### src/rtl/bnnseq_test_driver_if.sv
// Result handshake between the BNN test driver and whatever consumes its per-sample results.
interface bnnseq_test_driver_if #(
  parameter int IDX_W = 10,
  parameter int CLS_W = 2
);
  logic             res_valid;
  logic             res_ready;
  logic [IDX_W-1:0] res_index;
  logic [CLS_W-1:0] res_class;

  modport master (output res_valid, res_index, res_class, input res_ready);
  modport slave  (input res_valid, res_index, res_class, output res_ready);
endinterface

### src/rtl/bnnseq_test_driver.sv
// Walks a test ROM through a sequential BNN and emits one classified result per sample.
// Latency: FEAT_CNT+HIDDEN_CNT+3 cycles per sample with res_ready high.
// Backpressure: EMIT holds res_valid/res_index/res_class until res_ready is sampled high.
module bnnseq_test_driver #(
  parameter int FEAT_CNT   = 19,
  parameter int HIDDEN_CNT = 40,
  parameter int FEAT_BITS  = 4,
  parameter int CLASS_CNT  = 3,
  parameter int TEST_CNT   = 1000,
  localparam int IDX_W    = $clog2(TEST_CNT),
  localparam int CLS_W    = $clog2(CLASS_CNT),
  localparam int CNT_W    = $clog2(TEST_CNT + 1),
  localparam int SMP_W    = FEAT_BITS * FEAT_CNT,
  localparam int WAIT_CYC = FEAT_CNT + HIDDEN_CNT,
  localparam int WAIT_W   = $clog2(WAIT_CYC + 1)
) (
  input  logic                       clk,
  input  logic                       rst,
  input  logic                       start,
  output logic [IDX_W-1:0]           mem_addr,
  output logic                       mem_en,
  input  logic [SMP_W-1:0]           mem_data,
  output logic [SMP_W-1:0]           features,
  output logic                       bnn_rst,
  input  logic [CLS_W-1:0]           prediction,
  bnnseq_test_driver_if.master       res,
  output logic [CLASS_CNT*CNT_W-1:0] class_hist,
  output logic [CNT_W-1:0]           bad_cnt,
  output logic                       busy,
  output logic                       done
);

  typedef enum logic [2:0] {S_IDLE, S_FETCH, S_LOAD, S_RUN, S_EMIT, S_DONE} state_t;

  state_t           state;
  logic [IDX_W-1:0] index;
  logic [WAIT_W-1:0] cnt;
  logic [CLS_W-1:0] class_q;
  logic             valid_q;
  logic [CNT_W-1:0] hist_q [CLASS_CNT];

  assign mem_addr      = index;
  assign res.res_valid = valid_q;
  assign res.res_index = index;
  assign res.res_class = class_q;

  for (genvar c = 0; c < CLASS_CNT; c++) begin : g_hist
    assign class_hist[c*CNT_W +: CNT_W] = hist_q[c];
  end

  always_ff @(posedge clk or posedge rst) begin
    if (rst) begin
      state    <= S_IDLE;
      index    <= '0;
      cnt      <= '0;
      features <= '0;
      class_q  <= '0;
      for (int c = 0; c < CLASS_CNT; c++) hist_q[c] <= '0;
      bad_cnt  <= '0;
      valid_q  <= 1'b0;
      mem_en   <= 1'b0;
      busy     <= 1'b0;
      done     <= 1'b0;
      bnn_rst  <= 1'b1;
    end else begin
      case (state)
        S_IDLE, S_DONE: begin
          if (start) begin
            state   <= S_FETCH;
            index   <= '0;
            for (int c = 0; c < CLASS_CNT; c++) hist_q[c] <= '0;
            bad_cnt <= '0;
            mem_en  <= 1'b1;
            busy    <= 1'b1;
            done    <= 1'b0;
          end
        end
        S_FETCH: begin
          state  <= S_LOAD;
          mem_en <= 1'b0;
        end
        S_LOAD: begin
          // ROM data is valid this cycle; BNN leaves reset with a stable sample.
          state    <= S_RUN;
          features <= mem_data;
          bnn_rst  <= 1'b0;
          cnt      <= '0;
        end
        S_RUN: begin
          if (cnt == WAIT_W'(WAIT_CYC - 1)) begin
            state   <= S_EMIT;
            class_q <= prediction;
            bnn_rst <= 1'b1;
            valid_q <= 1'b1;
            if (int'(prediction) < CLASS_CNT) begin
              if (hist_q[prediction] != CNT_W'(TEST_CNT))
                hist_q[prediction] <= hist_q[prediction] + 1'b1;
            end else if (bad_cnt != CNT_W'(TEST_CNT)) begin
              bad_cnt <= bad_cnt + 1'b1;
            end
          end else begin
            cnt <= cnt + 1'b1;
          end
        end
        S_EMIT: begin
          if (res.res_ready) begin
            valid_q <= 1'b0;
            if (index == IDX_W'(TEST_CNT - 1)) begin
              state <= S_DONE;
              busy  <= 1'b0;
              done  <= 1'b1;
            end else begin
              state  <= S_FETCH;
              index  <= index + 1'b1;
              mem_en <= 1'b1;
            end
          end
        end
        default: state <= S_IDLE;
      endcase
    end
  end

endmodule

### src/flat_wrapper.sv
// flat-port wrapper written by rule: the top's interface ports become plain ports
module bnnseq_test_driver_flat 
#(
  parameter int FEAT_CNT   = 19,
  parameter int HIDDEN_CNT = 40,
  parameter int FEAT_BITS  = 4,
  parameter int CLASS_CNT  = 3,
  parameter int TEST_CNT   = 1000,
  localparam int IDX_W    = $clog2(TEST_CNT),
  localparam int CLS_W    = $clog2(CLASS_CNT),
  localparam int CNT_W    = $clog2(TEST_CNT + 1),
  localparam int SMP_W    = FEAT_BITS * FEAT_CNT,
  localparam int WAIT_CYC = FEAT_CNT + HIDDEN_CNT,
  localparam int WAIT_W   = $clog2(WAIT_CYC + 1)
)
  (clk, rst, start, mem_addr, mem_en, mem_data, features, bnn_rst, prediction, class_hist, bad_cnt, busy, done, res_res_valid, res_res_index, res_res_class, res_res_ready);
  bnnseq_test_driver_if #(.IDX_W(($clog2(TEST_CNT))), .CLS_W(($clog2(CLASS_CNT)))) res_i ();
  input  logic clk;
  input  logic rst;
  input  logic start;
  output logic [IDX_W-1:0] mem_addr;
  output logic mem_en;
  input  logic [SMP_W-1:0] mem_data;
  output logic [SMP_W-1:0] features;
  output logic bnn_rst;
  input  logic [CLS_W-1:0] prediction;
  output logic [CLASS_CNT*CNT_W-1:0] class_hist;
  output logic [CNT_W-1:0] bad_cnt;
  output logic busy;
  output logic done;
  output wire logic [$bits(res_i.res_valid)-1:0] res_res_valid;
  output wire logic [$bits(res_i.res_index)-1:0] res_res_index;
  output wire logic [$bits(res_i.res_class)-1:0] res_res_class;
  input wire logic [$bits(res_i.res_ready)-1:0] res_res_ready;
  assign res_res_valid = res_i.res_valid;
  assign res_res_index = res_i.res_index;
  assign res_res_class = res_i.res_class;
  assign res_i.res_ready = res_res_ready;
  bnnseq_test_driver #(.FEAT_CNT(FEAT_CNT), .HIDDEN_CNT(HIDDEN_CNT), .FEAT_BITS(FEAT_BITS), .CLASS_CNT(CLASS_CNT), .TEST_CNT(TEST_CNT)) u_core (.clk(clk), .rst(rst), .start(start), .mem_addr(mem_addr), .mem_en(mem_en), .mem_data(mem_data), .features(features), .bnn_rst(bnn_rst), .prediction(prediction), .res(res_i), .class_hist(class_hist), .bad_cnt(bad_cnt), .busy(busy), .done(done));
endmodule
### config.mk
export PLATFORM = sky130hd
export DESIGN_NAME = bnnseq_test_driver_flat
export DESIGN_NICKNAME = d
export VERILOG_FILES = /design/src/rtl/bnnseq_test_driver_if.sv /design/src/rtl/bnnseq_test_driver.sv /design/src/flat_wrapper.sv
export SDC_FILE = /design/constraint.sdc
export NUM_CORES = 1
export LEC_CHECK = 0
export CORE_ASPECT_RATIO = 2
export CORE_MARGIN = 1
export CORE_UTILIZATION = 30
export DETAILED_ROUTE_END_ITERATION = 12
export GPL_TIMING_DRIVEN = 0
export PLACE_DENSITY = 0.63
export SETUP_SLACK_MARGIN = 0.15
export SLEW_MARGIN = 30
export SYNTH_ARGS = -nofsm -noshare
export SYNTH_HDL_FRONTEND = slang
export SYNTH_SLANG_ARGS = --single-unit
### constraint.sdc
create_clock -name clk -period 12.4 [get_ports clk]
set_input_delay 2.48 -clock clk [delete_from_list [all_inputs] [get_ports clk]]
set_output_delay 2.48 -clock clk [all_outputs]
set_load 0.02 [all_outputs]
==> summary.txt, run 1 <==
CTS
  • Post CTS Setup Buffer Count: 0
  • CTS Buf Count: 17
  • Number of gates resized after cts: 0
  • Clock Sinks: 142
  • Clk slew on worst S/H paths: 0.06 ns
  • Latest clock arrival within the worst-skew pair: roughly 0.43 ns
  • Clock root cell: clkbuf_16
  • Max Buffers Root-to-Sink: 2
  • Hold buffers post-CTS: 0
  • H-tree depth: 4
  • CTS tree: done

Timing
  • Skew final: 0.008180 ns
  • Final Setup Violations: 0
  • Final period utilization: 35.92%
  • Setup TNS: 0 ns
  • RSZ-0062 raised after global routing: no
  • Fmax: 224.5 MHz
  • Relative slew margins: 58.42%
  • Tightest Pin Transition: 0.6237 ns
  • Final hold vios: 0
  • Min Tclk post-route: 4.455 ns
  • Hold_ws: approximately 0.5 ns
  • Pins Over Slew Limit: 0

Routing
  • Average wire per standard cell: 17.75 µm
  • DRC violation total after the first TritonRoute iteration: 132
  • Vias: 5255
  • DR DRC count: 0
  • Antenna-violating nets left: 0
  • Detailed Routing Iterations Pass 1: 4
  • DR vias/cell: 4.875
  • Total routed wirelength: 19140 µm

Setup path
  • Setup CP Type: in2reg
  • Worst setup EP type: flip-flop
  • Crit-path cells: clkdlybuf4s50_1, nand2_1, o21ai_0, a21oi_2, nor2_1, clkbuf_1, clkbuf_1, nor2_1
  • CP arrival: 4.75 ns
  • CP max FO: 10
  • Crit-path slowest cell: clkdlybuf4s50_1
  • Crit path largest cell delay: 0.54 ns
  • CP startpoint kind: input port
  • CP required: roughly 13 ns

Layout
  • Synthesis-to-layout area growth: 48.08%
  • Share of layout cells above drive strength 1: 19.38%
  • Antenna Cells: 0
  • Fin nets: 883

Die
  • Die ar.: 22800 µm²
  • Starting Density: between 30% and 40%
  • Total core area: between 20000 and 25000 µm²
  • Chip Height: 212.5 µm
  • Die Width: roughly 110 µm
  • IO Pins: 225
  • Cell row count: 76

Synth
  • Syn Nets: 640
  • Syn avg cell area: 12.07 µm²
  • Post-Synth XOR/XNOR Area: 2.239%
  • Yosys cell types: 61
  • Synth warn: 0
  • Cells after synthesis: approximately 550
  • Ys async rst share: 100.0%
  • Seq cells post-synth: approximately 140
  • Ys flop type: dfrtp_1
  • Netlist Area Pre-Place: 6649 µm²
  • Post-synthesis sequential area ratio: 53.46%
  • Adder-cell share of the synthesized area: 1.317%
  • Mux share of post-synthesis cell area: 15.11%
  • Synth Area in Compound Gates: 10.61%
  • Post-synth EDFFs: 0
  • Largest family of logic cells by synthesized area: multiplexers
  • Synth Area in Simple Gates: 12.82%

Global route
  • Overall Global Routing Usage: between 10% and 20%
  • First-pass GRT wire length: 30570 µm
  • GRT Residual Overflow: 0
  • Initial antenna violation count: 0
  • Number of global-route vias before repair: 5709
  • Largest net degree at the start of global routing: 86

Pwr
  • Gate power share: just under 40%
  • PD cells: roughly 200 nW/µm²
  • Maximum VDD drop: approximately 130 µV
  • P_int: 1.296 mW
  • Seq pwr share: between 30% and 40%
  • Switching part of the total: between 30% and 40%
  • Lkg Pwr: 3.999 nW
  • Sw power: 0.6462 mW
  • Clock power frac: 25.5%

Placed design
  • Port bufs: 222
  • Routability cong.: 0.8316
  • Post-DP HPWL: 14580 µm

Min path
  • Worst hold-check path type: reg2reg

Status
  • Status: complete, no violations

Job
  • Max cap viols: 0
==> cell usage in the layout, fill, tap and decap left out, types with 7 or more instances in the layout <==
cell	netlist	layout
buf_4	10	10
dfrtp_1	141	141
o21ai_0	29	29
a21oi_1	8	8
nand4_1	12	12
inv_1	15	14
o31ai_1	7	7
or3_1	7	7
nor2_1	29	29
ha_1	7	7
nand3b_1	13	13
mux2i_1	9	9
clkdlybuf4s50_1	0	222
clkbuf_1	14	16
nand3_1	14	14
nor3_1	7	7
mux2_2	80	80
o21ai_1	10	10
o2bb2ai_1	10	10
xnor2_1	12	12
clkbuf_16	0	17
buf_2	7	7
nand2_1	38	38
==> registers in the layout, summed over array words and instances, names as in the netlist <==
register and flops:
u_core.res.res_class 2, u_core.class_hist 30, u_core.mem_en 1, u_core.done 1, u_core.bnn_rst 1, u_core.mem_addr 10
u_core.cnt 6, u_core.features 76, u_core.state 3, u_core.res.res_valid 1, u_core.bad_cnt 10, u_core.busy 1
==> worst paths after layout <==
check	startpoint	end	slack, ns	cells past startpoint
worst max-delay path	start	u_core.bad_cnt[2]$_DFFE_PP0P_	7.95	8
worst min-delay path	u_core.bnn_rst$_DFFE_PP1P_	u_core.bnn_rst$_DFFE_PP1P_	0.50	2
worst max register to register	u_core.state[0]$_DFFE_PP0P_	u_core.features[43]$_DFFE_PP0P_	9.98	5
worst min register to register	u_core.bnn_rst$_DFFE_PP1P_	u_core.bnn_rst$_DFFE_PP1P_	0.50	2
max in group asynchronous	rst	u_core.bnn_rst$_DFFE_PP1P_	9.12	4
min in group asynchronous	rst	u_core.features[27]$_DFFE_PP0P_	2.33	2
==> layout make-up <==
class | instances | area (µm²)
Inverter | 15 | 63.81
Tap cell | 273 | 341.6
Clock buffer | 25 | 515.5
Multi-Input combinational cell | 357 | 2799
Buffer | 37 | 239.0
Sequential cell | 142 | 3555
Fill cell | 2062 | 11840
Timing Repair Buffer | 224 | 2277
Clock inverter | 5 | 55.05
==> cells in the mapped netlist, types with 2 or more instances <==
| cell | instances | area, µm² |
|---|---|---|
| nand2b_1 | 3 | 18.77 |
| dfrtp_1 | 141 | 3528 |
| buf_4 | 10 | 75.07 |
| and4_1 | 3 | 26.28 |
| ha_1 | 7 | 87.58 |
| mux2i_1 | 9 | 90.09 |
| nand3b_1 | 13 | 97.59 |
| o21ai_1 | 10 | 50.05 |
| and2_1 | 3 | 18.77 |
| nor4_1 | 4 | 25.02 |
| o31ai_1 | 7 | 52.55 |
| nand4_1 | 12 | 75.07 |
| o2bb2ai_2 | 3 | 45.04 |
| mux2_2 | 80 | 900.9 |
| inv_1 | 15 | 56.30 |
| o21ai_0 | 29 | 145.1 |
| clkbuf_1 | 14 | 52.55 |
| o2bb2ai_4 | 2 | 55.05 |
| a21oi_1 | 8 | 40.04 |
| nor3_1 | 7 | 35.03 |
| nor4b_1 | 5 | 43.79 |
| nor2_1 | 29 | 108.9 |
| buf_6 | 5 | 56.30 |
| o2bb2ai_1 | 10 | 87.58 |
| nor3b_1 | 6 | 45.04 |
| nand2_1 | 38 | 142.6 |
| nand3_1 | 14 | 70.07 |
| and3_1 | 2 | 12.51 |
| or3_1 | 7 | 43.79 |
| a31o_1 | 3 | 26.28 |
| xor2_1 | 5 | 43.79 |
| buf_2 | 7 | 35.03 |
| xnor2_1 | 12 | 105.1 |
==> power groups by stage <==
stage | Sequential, mW | Combinational (mW) | Clock (mW)
6_report | 0.684 | 0.762 | 0.496
5_1_grt | 0.704 | 0.808 | 0.528
4_1_cts | 0.685 | 0.773 | 0.511
3_5_place_dp | 0.691 | 0.770 | 0
3_3_place_gp | 0.685 | 0.764 | 0
2_1_floorplan | 0.842 | 0.244 | 0
==> cell families after synthesis <==
kind of cell	after synthesis
simple gates	154
buf+inv	52
compound gates	89
mux	90
flops	142
fa+ha+maj	7
xor+xnor	17
==> metal layers <==
| layer | track usage, % | part of all wire [%] | vias up |
|---|---|---|---|
| met5 | 0 | 0 | - |
| li1 | - | - | 2459 |
| met4 | 8.692 | 2.9 | 0 |
| met2 | 34.39 | 58 | 162 |
| met3 | 5.457 | 5.6 | 30 |
| met1 | 16.81 | 34 | 2604 |
==> metrics by stage <==
step	std cells	util, %	power, mW	setup WS (ns)	area [µm²]
floorplan	551	-	1.086	6.112	6649
global placement	1046	42.49	1.450	3.817	9213
detailed placement	1048	42.78	1.461	7.444	9275
CTS	1078	45.41	1.970	7.896	9846
global route	1078	45.41	2.040	7.610	9846
finish	1078	45.41	1.942	7.945	9846
==> critical path, delay by kind of cell <==
family	cells	cell delay [ns]
AOI/OAI and AO/OA	2	0.40
buffers and inverters	3	1.47
and+or+nand+nor	3	0.41
(Power assumes the default switching activity.)
==> run 2, diff against run 1 <==
- clock period: 12.4 -> 4.7 ns (I/O delays scaled with it)
==> summary.txt, run 2 (synthesized netlist as in run 1, its figures left out) <==
Setup path
  • RR Startpoint: u_core.state[2]$_DFFE_PP0P_ (was u_core.state[0]$_DFFE_PP0P_)
  • CP arrival: 3.38 ns (was 4.75 ns)
  • Worst R2R End: u_core.bad_cnt[3]$_DFFE_PP0P_ (was u_core.features[43]$_DFFE_PP0P_)
  • Crit path largest cell delay: 0.53 ns (was 0.54 ns)
  • Worst reg2reg path depth: 7 (was 5)
  • Buf+Inv Stages, Crit Path: 3 (unchanged)
  • Setup CP Type: in2reg (unchanged)
  • Crit-path cells: clkdlybuf4s50_1, nand2b_1, nor3_1, a21oi_2, nor2_1, clkbuf_1, clkbuf_1, nor2_1 (was clkdlybuf4s50_1, nand2_1, o21ai_0, a21oi_2, nor2_1, clkbuf_1, clkbuf_1, nor2_1)
  • Crit-path slowest cell: clkdlybuf4s50_1 (unchanged)
  • CP required: 5.00 ns (was 12.70 ns)
  • CP max FO: 10 (unchanged)
  • R2R setup slack: 2.15 ns (was 9.98 ns)
  • CP startpoint kind: input port (unchanged)
  • Worst setup EP type: flip-flop (unchanged)
  • Delay-heaviest family, CP: buffers and inverters (unchanged)

Layout
  • Share of layout cells above drive strength 1: 20.12% (was 19.38%)
  • Fill count: 2069 (was 2062)
  • Commonest non-fill, non-tap cells in the layout: clkdlybuf4s50_1, dfrtp_1, mux2_2 (unchanged)
  • Most common cell after layout, fill and taps aside: clkdlybuf4s50_1 (unchanged)
  • Reg with most FFs: u_core.features (unchanged)
  • Antenna Cells: 0 (unchanged)
  • Synthesis-to-layout area growth: 48.74% (was 48.08%)
  • Design area: 9889 µm² (was 9846 µm²)
  • Finished Core Util: 45.61% (was 45.41%)
  • Register Area: 3555 µm² (unchanged)
  • Multi-input logic area: 2799 µm² (unchanged)
  • Max reg flops: 76 (unchanged)
  • Fin nets: 886 (was 883)
  • Non-filler cells in the finished layout: 1083 (was 1078)

Pwr
  • Lkg Pwr: 4.003 nW (was 3.999 nW)
  • Total power: 5.131 mW (was 1.942 mW)
  • Maximum VDD drop: 320.1 µV (was 129.3 µV)
  • PD cells: 518.9 nW/µm² (was 197.2 nW/µm²)

Routing
  • DRC violation total after the first TritonRoute iteration: 142 (was 132)
  • Antenna-violating nets left: 0 (unchanged)
  • Vias: 5260 (was 5255)
  • Total routed wirelength: 18810 µm (was 19140 µm)
  • Average wire per standard cell: 17.36 µm (was 17.75 µm)
  • DR DRC count: 0 (unchanged)
  • DR vias/cell: 4.857 (was 4.875)
  • Detailed Routing Iterations Pass 1: 4 (unchanged)

Global route
  • Overall Global Routing Usage: 17.44% (was 17.95%)
  • Number of global-route vias before repair: 5459 (was 5709)
  • Largest net degree at the start of global routing: 29 (was 86)
  • First-pass GRT wire length: 29710 µm (was 30570 µm)
  • Initial antenna violation count: 0 (unchanged)
  • GRT Residual Overflow: 0 (unchanged)

Min path
  • Hold Path Stages: 2 (unchanged)
  • Hold_sp: u_core.res.res_valid$_DFFE_PP0P_ (was u_core.bnn_rst$_DFFE_PP1P_)
  • Hold endpoint: u_core.res.res_valid$_DFFE_PP0P_ (was u_core.bnn_rst$_DFFE_PP1P_)
  • Worst hold-check path type: reg2reg (unchanged)

Placed design
  • Routability cong.: 0.7976 (was 0.8316)
  • Port bufs: 222 (unchanged)
  • Dpl cell area: 9316 µm² (was 9275 µm²)
  • Post-DP HPWL: 14530 µm (was 14580 µm)
  • Dpl cells: 1051 (was 1048)

CTS
  • CTS tree: done (unchanged)
  • H-tree depth: 4 (unchanged)
  • Clock Sinks: 142 (unchanged)
  • Hold buffers post-CTS: 0 (unchanged)
  • CTS Buf Count: 17 (unchanged)
  • Clock root cell: clkbuf_16 (unchanged)
  • Number of gates resized after cts: 0 (unchanged)
  • Clk slew on worst S/H paths: 0.06 ns (about the same)
  • Post CTS Setup Buffer Count: 0 (unchanged)
  • Max Buffers Root-to-Sink: 2 (unchanged)
  • Latest clock arrival within the worst-skew pair: 0.44 ns (was 0.43 ns)

Die
  • Die Width: 107.3 µm (unchanged)
  • Cell row count: 76 (unchanged)
  • Die ar.: 22800 µm² (unchanged)
  • Chip Height: 212.5 µm (unchanged)
  • IO Pins: 225 (unchanged)
  • Total core area: 21680 µm² (unchanged)
  • Starting Density: 30.67% (unchanged)

Status
  • Status: complete, no violations (unchanged)

Timing
  • Setup TNS: 0 ns (unchanged)
  • RSZ-0062 raised after global routing: no (unchanged)
  • Final Setup Violations: 0 (unchanged)
  • Relative slew margins: 56.55% (was 58.42%)
  • Skew final: 0.008786 ns (was 0.008180 ns)
  • Final period utilization: 65.52%
  • Pins Over Slew Limit: 0 (unchanged)
  • Min Tclk post-route: 3.080 ns
  • Fmax: 324.7 MHz
  • Tightest Pin Transition: 0.6518 ns (was 0.6237 ns)
  • Final hold vios: 0 (unchanged)

Job
  • Max cap viols: 0 (unchanged)
run 2: cell types whose count changed in the layout (fill, tap and decap cells not counted), sizes merged:
cell	before	now
buf	25	28
clkbuf	39	32
clkinvlp	2	6
inv	15	18
clkinv	2	4
run 2: how the worst max path moves through the flow:
| stage | start | endpoint | depth (start not counted) |
|---|---|---|---|
| after floorplan | prediction[1] | u_core.class_hist[27]$_DFFE_PP0P_ | 12 |
| after global placement | rst | u_core.class_hist[17]$_DFFE_PP0P_ | 2 |
| after detailed placement | start | u_core.bad_cnt[3]$_DFFE_PP0P_ | 8 |
| after CTS | start | u_core.bad_cnt[3]$_DFFE_PP0P_ | 8 |
| after global routing | start | u_core.done$_DFFE_PP0P_ | 8 |
| final | start | u_core.bad_cnt[3]$_DFFE_PP0P_ | 8 |
run 2: cell type report:
class / count / share of cell area (%)
tap: 273 / 3.454
sequential: 142 / 35.94
clock inverter: 14 / 1.354
inverter: 15 / 0.6073
timing repair buffer: 227 / 23.48
multi-input combinational: 357 / 28.30
clock buffer: 18 / 4.441
buffer: 37 / 2.416
run 2: worst reg2reg max path: stages (launching register included):
cell      delay [ns]
dfrtp_1         0.42
nand2b_1        0.22
nor3_1          0.21
a21oi_2         0.14
nor2_1          0.32
clkbuf_1        0.52
clkbuf_1        0.48
nor2_1          0.10
run 2: routing by layer:
metal / vias up / track usage [%] / routed length [µm]
li1: 2474 / - / -
met1: 2586 / 16.86 / 6499
met2: 171 / 33.19 / 10750
met3: 29 / 5.365 / 1119
met4: 0 / 7.605 / 439
met5: - / 0 / 0
run 2: through the flow:
| stage | setup WS [ns] | hold WS [ns] |
|---|---|---|
| 6_report | 1.620 | 0.4855 |
| 4_1_cts | 1.588 | 0.4890 |
| 3_5_place_dp | 1.144 | 0.4720 |
| 5_1_grt | 1.463 | 0.5071 |
| 2_1_floorplan | 1.800 | 0.4982 |
| 3_3_place_gp | 0.5333 | 0.4721 |
run 2: power by group:
| part | internal [mW] | leakage (nW) | switching [mW] | total [mW] |
|---|---|---|---|---|
| Clock | 0.748 | 0.266 | 0.572 | 1.32 |
| Sequential | 1.59 | 1.83 | 0.205 | 1.80 |
| Combinational | 1.02 | 1.91 | 0.990 | 2.01 |
==> run 3, diff against run 2 <==
- PLACE_DENSITY: 0.63 -> 0.65
- clock period: 4.7 -> 2.6 ns (I/O delays scaled with it)
==> summary.txt, run 3 (synthesized netlist as in run 1, its figures left out) <==
Timing
  • Relative slew margins: 53.99% (was 56.55%)
  • Final hold vios: 0 (unchanged)
  • Final Setup Violations: 0 (unchanged)
  • Min Tclk post-route: roughly 2.3 ns
  • Tightest Pin Transition: 0.6902 ns (was 0.6518 ns)
  • Hold_ws: 0.4739 ns (was 0.4855 ns)
  • Pins Over Slew Limit: 0 (unchanged)
  • Skew final: 0.009831 ns (was 0.008786 ns)
  • Final period utilization: 88.33%
  • RSZ-0062 raised after global routing: yes (was no)
  • Fmax: about 440 MHz

Setup path
  • CP startpoint kind: input port (unchanged)
  • RR Startpoint: u_core.state[0]$_DFFE_PP0P_ (was u_core.state[2]$_DFFE_PP0P_)
  • Critical Path Start: prediction[1] (was start)
  • CP required: 2.88 ns (was 5.00 ns)
  • Worst reg2reg path depth: 7 (unchanged)
  • Crit-path slowest cell: a2111oi_4 (was clkdlybuf4s50_1)
  • Buf+Inv Stages, Crit Path: 4 (was 3)
  • Worst setup EP type: flip-flop (unchanged)
  • Most frequent CP cell: buf_12
  • CP arrival: 2.58 ns (was 3.38 ns)
  • Worst R2R End: u_core.class_hist[17]$_DFFE_PP0P_ (was u_core.bad_cnt[3]$_DFFE_PP0P_)
  • Crit-path cells: buf_12, buf_12, mux2i_1, o2bb2ai_2, inv_1, ha_1, o211ai_2, nor4b_4, a2111oi_4, buf_6, nand3b_1, o31ai_1 (was clkdlybuf4s50_1, nand2b_1, nor3_1, a21oi_2, nor2_1, clkbuf_1, clkbuf_1, nor2_1)
  • Crit path largest cell delay: 0.48 ns (was 0.53 ns)
  • Delay-heaviest family, CP: compound AO/OA/AOI/OAI gates (was buffers and inverters)
  • Setup CP Type: in2reg (unchanged)
  • Levels on crit path: 12 (was 8)
  • CP max FO: 10 (unchanged)
  • Setup crit end: u_core.class_hist[27]$_DFFE_PP0P_ (was u_core.bad_cnt[3]$_DFFE_PP0P_)
  • R2R setup slack: 0.30 ns (was 2.15 ns)

CTS
  • CTS Buf Count: 17 (unchanged)
  • Max Buffers Root-to-Sink: 2 (unchanged)
  • Clock Sinks: 142 (unchanged)
  • CTS tree: done (unchanged)
  • Post CTS Setup Buffer Count: 0 (unchanged)
  • Latest clock arrival within the worst-skew pair: 0.43 ns (was 0.44 ns)
  • Clock root cell: clkbuf_16 (unchanged)
  • Clk slew on worst S/H paths: 0.07 ns (was 0.06 ns)
  • H-tree depth: 4 (unchanged)

Routing
  • Total routed wirelength: 19000 µm (was 18810 µm)
  • Detailed Routing Iterations Pass 1: 5 (was 4)
  • Antenna-violating nets left: 0 (unchanged)
  • DR vias/cell: 4.861 (was 4.857)
  • DR DRC count: 0 (unchanged)
  • Vias: 5260 (unchanged)
  • Average wire per standard cell: 17.56 µm (was 17.36 µm)
  • DRC violation total after the first TritonRoute iteration: 158 (was 142)

Pwr
  • Gate power share: 37.9% (was 39.2%)
  • Lkg Pwr: 4.069 nW (was 4.003 nW)
  • Clock power frac: 28.1% (was 25.7%)
  • P_int: 6.488 mW (was 3.364 mW)
  • Switching part of the total: 32.50% (was 34.44%)
  • PD cells: 962.0 nW/µm² (was 518.9 nW/µm²)
  • Seq pwr share: 34.0% (was 35.0%)
  • Sw power: 3.123 mW (was 1.767 mW)
  • Maximum VDD drop: 596.8 µV (was 320.1 µV)

Layout
  • Multi-input logic area: 2808 µm² (was 2799 µm²)
  • Max reg flops: 76 (unchanged)
  • Reg with most FFs: u_core.features (unchanged)
  • Most common cell after layout, fill and taps aside: clkdlybuf4s50_1 (unchanged)
  • Fill count: 2063 (was 2069)
  • Antenna Cells: 0 (unchanged)
  • Register Area: 3555 µm² (unchanged)
  • Fin nets: 886 (unchanged)
  • Synthesis-to-layout area growth: 50.26% (was 48.74%)
  • Commonest non-fill, non-tap cells in the layout: clkdlybuf4s50_1, dfrtp_1, mux2_2 (unchanged)
  • Share of layout cells above drive strength 1: 20.40% (was 20.12%)
  • Non-filler cells in the finished layout: 1082 (was 1083)

Job
  • Max cap viols: 0 (unchanged)

Placed design
  • Port bufs: 222 (unchanged)
  • Dpl cells: 1051 (unchanged)
  • Routability cong.: 0.8377 (was 0.7976)
  • Post-DP HPWL: 14620 µm (was 14530 µm)

Die
  • Starting Density: 30.67% (unchanged)
  • Die ar.: 22800 µm² (unchanged)
  • Cell row count: 76 (unchanged)
  • IO Pins: 225 (unchanged)
  • Chip Height: 212.5 µm (unchanged)
  • Total core area: 21680 µm² (unchanged)
  • Die Width: 107.3 µm (unchanged)

Global route
  • GRT Residual Overflow: 0 (unchanged)
  • First-pass GRT wire length: 29630 µm (was 29710 µm)
  • Largest net degree at the start of global routing: 29 (unchanged)
  • Overall Global Routing Usage: 17.47% (was 17.44%)
  • Number of global-route vias before repair: 5597 (was 5459)
  • Initial antenna violation count: 0 (unchanged)

Min path
  • Worst hold-check path type: in2async (was reg2reg)

Status
  • Status: complete, no violations (unchanged)
run 3: cell types whose count changed in the layout (fill, tap and decap cells not counted), sizes merged:
cell	previous run	this run
clkinv	4	3
clkinvlp	6	2
clkbuf	32	35
inv	18	15
bufinv	1	5
run 3: per-stage QoR:
step                      util, %  worst slack, ns  setup TNS (ns)  instance area [µm²]  total power [mW]
after global placement      42.58           -1.141         -165.64                 9231             6.916
after detailed placement    43.07          -0.4311          -7.437                 9339             6.997
after CTS                   46.06           0.1945               0                 9987             9.761
final                       46.08           0.3033               0                 9991             9.611
after floorplan                 -           0.1472               0                 6668             5.183
after global routing        46.08           0.1179               0                 9991             10.08
run 3: worst min-delay path by stage:
stage               cells past startpoint                                to  slack, ns
finish                                  2     u_core.bad_cnt[2]$_DFFE_PP0P_       0.47
floorplan                               2         u_core.cnt[1]$_DFFE_PP0P_       0.50
global route                            2    u_core.mem_addr[4]$_DFFE_PP0P_       0.52
detailed placement                      2  u_core.res.res_valid$_DFFE_PP0P_       0.48
global placement                        2  u_core.res.res_valid$_DFFE_PP0P_       0.47
CTS                                     2     u_core.bad_cnt[2]$_DFFE_PP0P_       0.46
run 3: what timing repair did:
action | in CTS | in global routing
hold endpoints to repair | 0 | 0
gates resized for setup | 2 | 3
hold buffers | 0 | 0
setup endpoints to repair | 31 | 28
run 3: power by group through the flow:
stage                     registers [mW]  logic [mW]  clock network (mW)
after floorplan                     4.02        1.17                   0
after global placement              3.27        3.65                   0
after detailed placement            3.30        3.69                   0
after CTS                           3.28        3.71                2.77
after global routing                3.36        3.88                2.84
final                               3.27        3.65                2.70
run 3: area by class of cell:
| class | count | area share, % |
|---|---|---|
| clock buffer | 21 | 4.609 |
| clock inverter | 10 | 1.853 |
| timing repair buffer | 227 | 23.32 |
| multi-input combinational | 357 | 28.10 |
| buffer | 37 | 2.517 |
| tap | 273 | 3.419 |
| inverter | 15 | 0.6011 |
| sequential | 142 | 35.58 |
run 3: per-layer routing:
metal  GRT usage, %  part of all wire [%]  vias to the layer above
li1               -                     -                     2464
met2          33.44                    57                      169
met1          16.03                    34                     2590
met3          4.690                   5.2                       37
met5              0                     0                        -
met4          10.30                   3.7                        0
run 3: worst register-to-register path, delay by kind of cell, from the launching register on:
family / cells / cell delay [ns]
compound gates: 3 / 0.68
buf+inv: 2 / 0.48
flops: 1 / 0.42
simple gates: 2 / 0.55
